[config.mk]
export PLATFORM = sky130hd
export DESIGN_NAME = int_ctrl_riscv_flat
export DESIGN_NICKNAME = d
export VERILOG_FILES = /design/src/rtl/int_ctrl_riscv_pkg.sv /design/src/rtl/int_ctrl_riscv_if.sv /design/src/rtl/int_ctrl_riscv_prio_enc.sv /design/src/rtl/int_ctrl_riscv.sv /design/src/flat_wrapper.sv
export SDC_FILE = /design/constraint.sdc
export NUM_CORES = 1
export LEC_CHECK = 0
export CAP_MARGIN = 20
export CORE_UTILIZATION = 41
export DETAILED_ROUTE_END_ITERATION = 16
export PLACE_DENSITY = 0.8
export SETUP_SLACK_MARGIN = 0.5
export SLEW_MARGIN = 25
export SYNTH_ARGS = -nofsm -noshare
export SYNTH_HDL_FRONTEND = slang
export SYNTH_SLANG_ARGS = --single-unit
[constraint.sdc]
create_clock -name clk_i -period 2.3 [get_ports clk_i]
set_input_delay 0.345 -clock clk_i [delete_from_list [all_inputs] [get_ports clk_i]]
set_output_delay 0.345 -clock clk_i [all_outputs]
set_load 0.02 [all_outputs]
[src/rtl/int_ctrl_riscv_pkg.sv]
// Shared types and constants for the interrupt controller.
package riscv_int_pkg;

    typedef enum logic [1:0] {
        IDLE    = 2'd0,
        TRAP    = 2'd1,
        HANDLER = 2'd2
    } int_state_t;

    localparam int MCAUSE_INT_BIT = 31;
    localparam int DEF_CAUSE_BASE = 16;

    // Build an interrupt-flavoured mcause value from a 5-bit cause code.
    function automatic logic [31:0] mk_mcause(input logic [4:0] cause);
        logic [31:0] m;
        m                 = '0;
        m[MCAUSE_INT_BIT] = 1'b1;
        m[4:0]            = cause;
        return m;
    endfunction

endpackage

[src/rtl/int_ctrl_riscv_if.sv]
// Bundle of interrupt lines, CSR controls and trap outputs.
interface int_ctrl_riscv_if #(
    parameter int N_IRQ = 16
);
    logic [N_IRQ-1:0] irq_i;
    logic [N_IRQ-1:0] mie_i;
    logic             mstatus_mie_i;
    logic             enpc_i;
    logic             int_rst_i;
    logic             int_o;
    logic [31:0]      mcause_o;
    logic [N_IRQ-1:0] claim_o;
    logic [N_IRQ-1:0] pending_o;
    logic             busy_o;

    // Controller side.
    modport slave (
        input  irq_i, mie_i, mstatus_mie_i, enpc_i, int_rst_i,
        output int_o, mcause_o, claim_o, pending_o, busy_o
    );

    // Platform / core side.
    modport master (
        output irq_i, mie_i, mstatus_mie_i, enpc_i, int_rst_i,
        input  int_o, mcause_o, claim_o, pending_o, busy_o
    );
endinterface

[src/rtl/int_ctrl_riscv_prio_enc.sv]
// Lowest-index-first priority encoder, purely combinational.
module int_prio_enc #(
    parameter int N  = 16,
    parameter int IW = (N > 1) ? $clog2(N) : 1
) (
    input  logic [N-1:0]  vec_i,
    output logic          valid_o,
    output logic [IW-1:0] idx_o
);
    // Scan from the top so the lowest set index is written last and wins.
    always_comb begin
        valid_o = |vec_i;
        idx_o   = '0;
        for (int i = N - 1; i >= 0; i--) begin
            if (vec_i[i]) idx_o = IW'(i);
        end
    end
endmodule

[src/rtl/int_ctrl_riscv.sv]
// Interrupt controller: edge/level capture, masking, priority select and
// a one-trap-at-a-time FSM that waits for mret before the next trap.
module int_ctrl_riscv
    import riscv_int_pkg::*;
#(
    parameter int               N_IRQ      = 16,
    parameter logic [N_IRQ-1:0] EDGE_SENS  = '1,
    parameter int               CAUSE_BASE = DEF_CAUSE_BASE
) (
    input  logic            clk_i,
    input  logic            rst_ni,
    int_ctrl_riscv_if.slave bus
);
    localparam int IW = (N_IRQ > 1) ? $clog2(N_IRQ) : 1;

    int_state_t       state, state_d;
    logic [N_IRQ-1:0] irq_prev;
    logic [N_IRQ-1:0] pending, pending_d;
    logic [N_IRQ-1:0] eligible;
    logic [N_IRQ-1:0] claim_clr;
    logic             win_vld;
    logic [IW-1:0]    win_idx;
    logic [IW-1:0]    id_q;
    logic [31:0]      mcause_q;
    logic [4:0]       cause_d;
    logic             take;

    // Masks are applied to the registered pending vector, so a mask change
    // gates the very edge on which it is sampled.
    assign eligible = pending & bus.mie_i & {N_IRQ{bus.mstatus_mie_i}};

    int_prio_enc #(.N(N_IRQ), .IW(IW)) u_prio (
        .vec_i   (eligible),
        .valid_o (win_vld),
        .idx_o   (win_idx)
    );

    assign cause_d   = 5'(CAUSE_BASE + int'(win_idx));
    assign claim_clr = take ? (N_IRQ'(1) << win_idx) : '0;

    // Per-line capture: edge lines latch until claimed (a fresh rise beats
    // the claim), level lines simply follow the registered input.
    for (genvar k = 0; k < N_IRQ; k++) begin : g_line
        if (EDGE_SENS[k]) begin : g_edge
            assign pending_d[k] = (bus.irq_i[k] & ~irq_prev[k])
                                | (pending[k] & ~claim_clr[k]);
        end else begin : g_level
            assign pending_d[k] = bus.irq_i[k];
        end
    end

    // Next-state: one trap, a single TRAP cycle, then wait for mret.
    always_comb begin
        state_d = state;
        take    = 1'b0;
        case (state)
            IDLE: begin
                if (win_vld && bus.enpc_i) begin
                    take    = 1'b1;
                    state_d = TRAP;
                end
            end
            TRAP:    state_d = HANDLER;
            HANDLER: if (bus.int_rst_i) state_d = IDLE;
            default: state_d = IDLE;
        endcase
    end

    // State, capture registers, and the winner/cause latched on trap entry.
    always_ff @(posedge clk_i or negedge rst_ni) begin
        if (!rst_ni) begin
            state    <= IDLE;
            irq_prev <= '0;
            pending  <= '0;
            id_q     <= '0;
            mcause_q <= '0;
        end else begin
            state    <= state_d;
            irq_prev <= bus.irq_i;
            pending  <= pending_d;
            if (take) begin
                id_q     <= win_idx;
                mcause_q <= mk_mcause(cause_d);
            end
        end
    end

    assign bus.int_o     = (state == TRAP);
    assign bus.claim_o   = (state == TRAP) ? (N_IRQ'(1) << id_q) : '0;
    assign bus.busy_o    = (state != IDLE);
    assign bus.pending_o = pending;
    assign bus.mcause_o  = mcause_q;

endmodule

[src/flat_wrapper.sv]
// flat-port wrapper written by rule: the top's interface ports become plain ports
module int_ctrl_riscv_flat import riscv_int_pkg::*;
#(
    parameter int               N_IRQ      = 16,
    parameter logic [N_IRQ-1:0] EDGE_SENS  = '1,
    parameter int               CAUSE_BASE = DEF_CAUSE_BASE
)
  (clk_i, rst_ni, bus_irq_i, bus_mie_i, bus_mstatus_mie_i, bus_enpc_i, bus_int_rst_i, bus_int_o, bus_mcause_o, bus_claim_o, bus_pending_o, bus_busy_o);
  int_ctrl_riscv_if #(.N_IRQ(N_IRQ)) bus_i ();
  input  logic clk_i;
  input  logic rst_ni;
  input wire logic [$bits(bus_i.irq_i)-1:0] bus_irq_i;
  input wire logic [$bits(bus_i.mie_i)-1:0] bus_mie_i;
  input wire logic [$bits(bus_i.mstatus_mie_i)-1:0] bus_mstatus_mie_i;
  input wire logic [$bits(bus_i.enpc_i)-1:0] bus_enpc_i;
  input wire logic [$bits(bus_i.int_rst_i)-1:0] bus_int_rst_i;
  output wire logic [$bits(bus_i.int_o)-1:0] bus_int_o;
  output wire logic [$bits(bus_i.mcause_o)-1:0] bus_mcause_o;
  output wire logic [$bits(bus_i.claim_o)-1:0] bus_claim_o;
  output wire logic [$bits(bus_i.pending_o)-1:0] bus_pending_o;
  output wire logic [$bits(bus_i.busy_o)-1:0] bus_busy_o;
  assign bus_i.irq_i = bus_irq_i;
  assign bus_i.mie_i = bus_mie_i;
  assign bus_i.mstatus_mie_i = bus_mstatus_mie_i;
  assign bus_i.enpc_i = bus_enpc_i;
  assign bus_i.int_rst_i = bus_int_rst_i;
  assign bus_int_o = bus_i.int_o;
  assign bus_mcause_o = bus_i.mcause_o;
  assign bus_claim_o = bus_i.claim_o;
  assign bus_pending_o = bus_i.pending_o;
  assign bus_busy_o = bus_i.busy_o;
  int_ctrl_riscv #(.N_IRQ(N_IRQ), .EDGE_SENS(EDGE_SENS), .CAUSE_BASE(CAUSE_BASE)) u_core (.clk_i(clk_i), .rst_ni(rst_ni), .bus(bus_i));
endmodule
==> reports/metrics.sh <==
VDD_IR_DROP_MAX_V=0.000389
NUMBER_OF_BUFFERS_CREATED_BY_CTS=5
NUMBER_OF_ITERATIONS_IN_THE_FIRST_DETAILED_ROUTING_PASS=4
TOTALNEGATIVESETUPSLACK_NS=0
FINCLKSKEW_NS=0.00358
FF2FF_SETUP_SLACK_NS=0.48
POWER_PER_CELL_AREA_nW_PER_UM2=625
CP_MAX_FO=4
HPWLAFTERDP_UM=3940
POST-ROUTE-UTIL_PCT=67.1
REPORT.POWER.TOTAL_mW=2.13
NUMBER_OF_DRC_VIOLATIONS_AFTER_DETAILED_ROUTING_ITERATION_0=84
CTS_NUM_SINKS=39
PLACED_CELLS=369
LEADING_CELL_TYPE_IN_THE_LAYOUT_FILL_AND_TAPS_EXCLUDED='sky130_fd_sc_hd__clkdlybuf4s50_1'
CRIT_REQUIRED_NS=1.96
IOPINCOUNT=103
NUMBER_OF_ANTENNA_REPAIR_DIODES=0
POWER.LEAKAGE_nW=1.65
AREA_OCCUPIED_BY_MULTI_INPUT_GATES_UM2=1200
GRT_UTIL_ALL_LAYERS_PCT=20.7
FLOW.AREA_GROWTH_FROM_SYNTHESIS_PCT=57.8
RUN_STATUS='complete, no violations'
ROUTE.VIAS.TOTAL=2020
VIASPERCELL=5.06
FP.DIEH_UM=74.5
PATH_CLK_SLEW_NS=0.07
POSTSYNTH.ASYNCRESETSHARE_PCT=100
SYNTHCELLS=222
SETUP_VIOLATIONS=0
INSERTION_DELAY_NS=0.29
YS_SEQ_ELEMENTS=39
YOSYSSEQAREASHARE_PCT=45.2
FINAL_DESIGN_AREA_NO_FILL_UM2=3400
SYNTH-WARNING-COUNT=0
DETAIL_ROUTE.WIRELENGTH_UM=6020
ROOT_BUFFER='sky130_fd_sc_hd__clkbuf_8'
DP_WORST_SETUP_SLACK_NS=0.0465
ARRIVAL_NS=1.53
GRT_START_MAX_NET_PINS=40
FLOORPLAN.CORE_AREA_UM2=5070
FINALNONFILLERCELLS=399
POST_DP_CELL_AREA_UM2=2910
GRT_PASS1_VIAS=1868
ENDPOINT_KIND='output port'
WL_PER_INSTANCE_UM=15.1
GPL.FINAL_WEIGHTED_CONGESTION=0.908
WORST-SLEW-PIN-TRANSITION_NS=0.830
HOLD_VIOL=0
FINALNETCOUNT=365
MOSTFREQUENTLAYOUTCELLS='sky130_fd_sc_hd__clkdlybuf4s50_1 (43), sky130_fd_sc_hd__dfrtp_1 (34), sky130_fd_sc_hd__buf_4 (29)'
SYNTH_EDF_COUNT=0
CRIT_PATH_CELL_TRACE='nand2b_4 -> or3_4 -> nor3_2 -> buf_4'
CP_SLOWEST_STAGE_DELAY_NS=0.41
FINAL-SEQ-AREA_UM2=982
SYNTHFLOPTYPE='sky130_fd_sc_hd__dfrtp_1'
SYNTH_AREA_PER_CELL_UM2=9.72
PORT_BUFFERS=76
GRT_FIRST_PASS_WIRELENGTH_UM=8640
CRITICAL_PATH.SLOWEST_CELL='sky130_fd_sc_hd__dfrtp_1'
CRITICAL_PATH.STARTPOINT_TYPE='flop'
CRITICAL_PATH_BUF_INV_COUNT=1
TIMING_WORST_SETUP_PATH_TYPE='flop to output port'
GRT_SETUP_UNREPAIRED='true'
HOLD_PATH_CLASS='input pin to asynchronous set/reset pin'
POST_CTS_HOLD_BUFFER_COUNT=0
GRT_OVERFLOW_TOTAL=0
POST-ROUTE-DRC-COUNT=0
WORST_HOLD_SLACK_NS=0.153
FMAXACHIEVABLE_GHz=0.532
YS_TYPES=49
GRT_ANTENNA_BEFORE_REPAIR=0
FINAL_MAX_TRAN_VIOLS=0
FINAL_PERIOD_MINUS_WORST_SETUP_SLACK_NS=1.88
TIMING.SLEW.HEADROOM_PCT=44.6
CRITICAL-PATH-TOP-DELAY-FAMILY='simple AND/OR/NAND/NOR gates'
INITIAL_CORE_UTIL_PCT=42.5
CTSHTREEMAXLEVEL=2
FILL_CELLS=399
FIN_WS_NS=0.421
DRV_CAP=0
POST_ROUTE_CELLS_DRIVE_ABOVE_1_SHARE_PCT=29.8
SYNTH_AREA_UM2=2160
FLOORPLAN.DIE_AREA_UM2=5560
FLOORPLAN.DIE.WIDTH_UM=74.5
STD_CELL_ROWS=26
POST-ROUTE-PERIOD-UTIL_PCT=81.7
CTS_BUFFER_DEPTH=2
ANT_NETS=0
CTS_TREE='yes'
## routing by layer
| metal | vias to the layer above | part of all wire, % | GRT usage (%) |
|---|---|---|---|
| met4 | 0 | 2.2 | 7.55 |
| met5 | - | 0 | 0 |
| met2 | 92 | 51 | 35.2 |
| met1 | 964 | 41 | 25.7 |
| li1 | 951 | - | - |
| met3 | 13 | 6.4 | 4.88 |
## worst paths after layout
kind,start,to,cells past startpoint
worst max-delay path,u_core.state[1]$_DFFE_PN0P_,bus_claim_o[0],4
worst min-delay path,rst_ni,u_core.irq_prev[11]$_DFF_PN0_,1
worst max register to register,u_core.bus.pending_o[3]$_DFF_PN0_,u_core.bus.pending_o[2]$_DFF_PN0_,6
worst min register to register,u_core.irq_prev[0]$_DFF_PN0_,u_core.bus.pending_o[0]$_DFF_PN0_,1
max in group asynchronous,rst_ni,u_core.bus.pending_o[4]$_DFF_PN0_,1
min in group clk_i,u_core.irq_prev[0]$_DFF_PN0_,u_core.bus.pending_o[0]$_DFF_PN0_,1
## cell type report
type	count	area share (%)
clock buffer	8	2.94
inverter	26	2.87
multi-input combinational	154	35.1
sequential	39	28.9
tap	70	2.57
timing repair buffer	102	27.6
## worst register-to-register path: stages (launching register included)
cell and delay (ns):
sky130_fd_sc_hd__dfrtp_1 0.42, sky130_fd_sc_hd__a22oi_2 0.33, sky130_fd_sc_hd__nand2_2 0.11, sky130_fd_sc_hd__o311ai_4 0.39
sky130_fd_sc_hd__buf_6 0.20, sky130_fd_sc_hd__and4bb_1 0.20, sky130_fd_sc_hd__o22ai_1 0.10
## what timing repair did
action	4_1_cts	5_1_grt
cloned	1	0
endpoints found under the hold margin	0	0
pin swaps	14	19
buffers inserted	11	10
gates resized for setup	105	43
setup endpoints to repair	29	42
## where the power goes
group	internal [mW]	total, mW	switching (mW)	leakage, nW
Sequential	0.758	0.864	0.106	0.410
Clock	0.273	0.500	0.226	0.0515
Combinational	0.347	0.762	0.415	1.19
Total	1.38	2.13	0.747	1.65
## flip-flops by register name, summed over array words and instances (netlist names)
register	cells
u_core.id_q	3
u_core.bus.pending_o	16
u_core.state	2
u_core.irq_prev	16
u_core.bus.mcause_o	2
## synth_stat cells (all sizes together), types with 2 or more instances
| cell type | count | area, µm² |
|---|---|---|
| dfrtp | 39 | 976 |
| buf | 29 | 221 |
| inv | 26 | 97.6 |
| nand2 | 17 | 63.8 |
| nor2 | 15 | 56.3 |
| a21oi | 14 | 85.1 |
| o22ai | 8 | 50.1 |
| a22oi | 6 | 50.1 |
| a31oi | 6 | 58.8 |
| nand3 | 6 | 30.0 |
| o21ai | 6 | 33.8 |
| a211oi | 5 | 42.5 |
| a22o | 5 | 43.8 |
| nor3 | 4 | 20.0 |
| a21boi | 3 | 30.0 |
| and4bb | 3 | 37.5 |
| nand2b | 3 | 18.8 |
| nor2b | 3 | 18.8 |
| and4 | 2 | 17.5 |
| mux2 | 2 | 22.5 |
| nand4 | 2 | 12.5 |
| or3 | 2 | 12.5 |
## kinds of logic (layout without fill, tap and decap cells)
| logic type | after synthesis | in the layout | synth area share [%] |
|---|---|---|---|
| AO/OA/AOI/OAI | 61 | 62 | 22.9 |
| other | 1 | 26 | 0.174 |
| buffers and inverters | 55 | 136 | 14.8 |
| flip-flops | 39 | 39 | 45.2 |
| AND/OR/NAND/NOR | 63 | 63 | 15.4 |
| multiplexers | 3 | 3 | 1.51 |
Power figures use the tool's default switching activity.
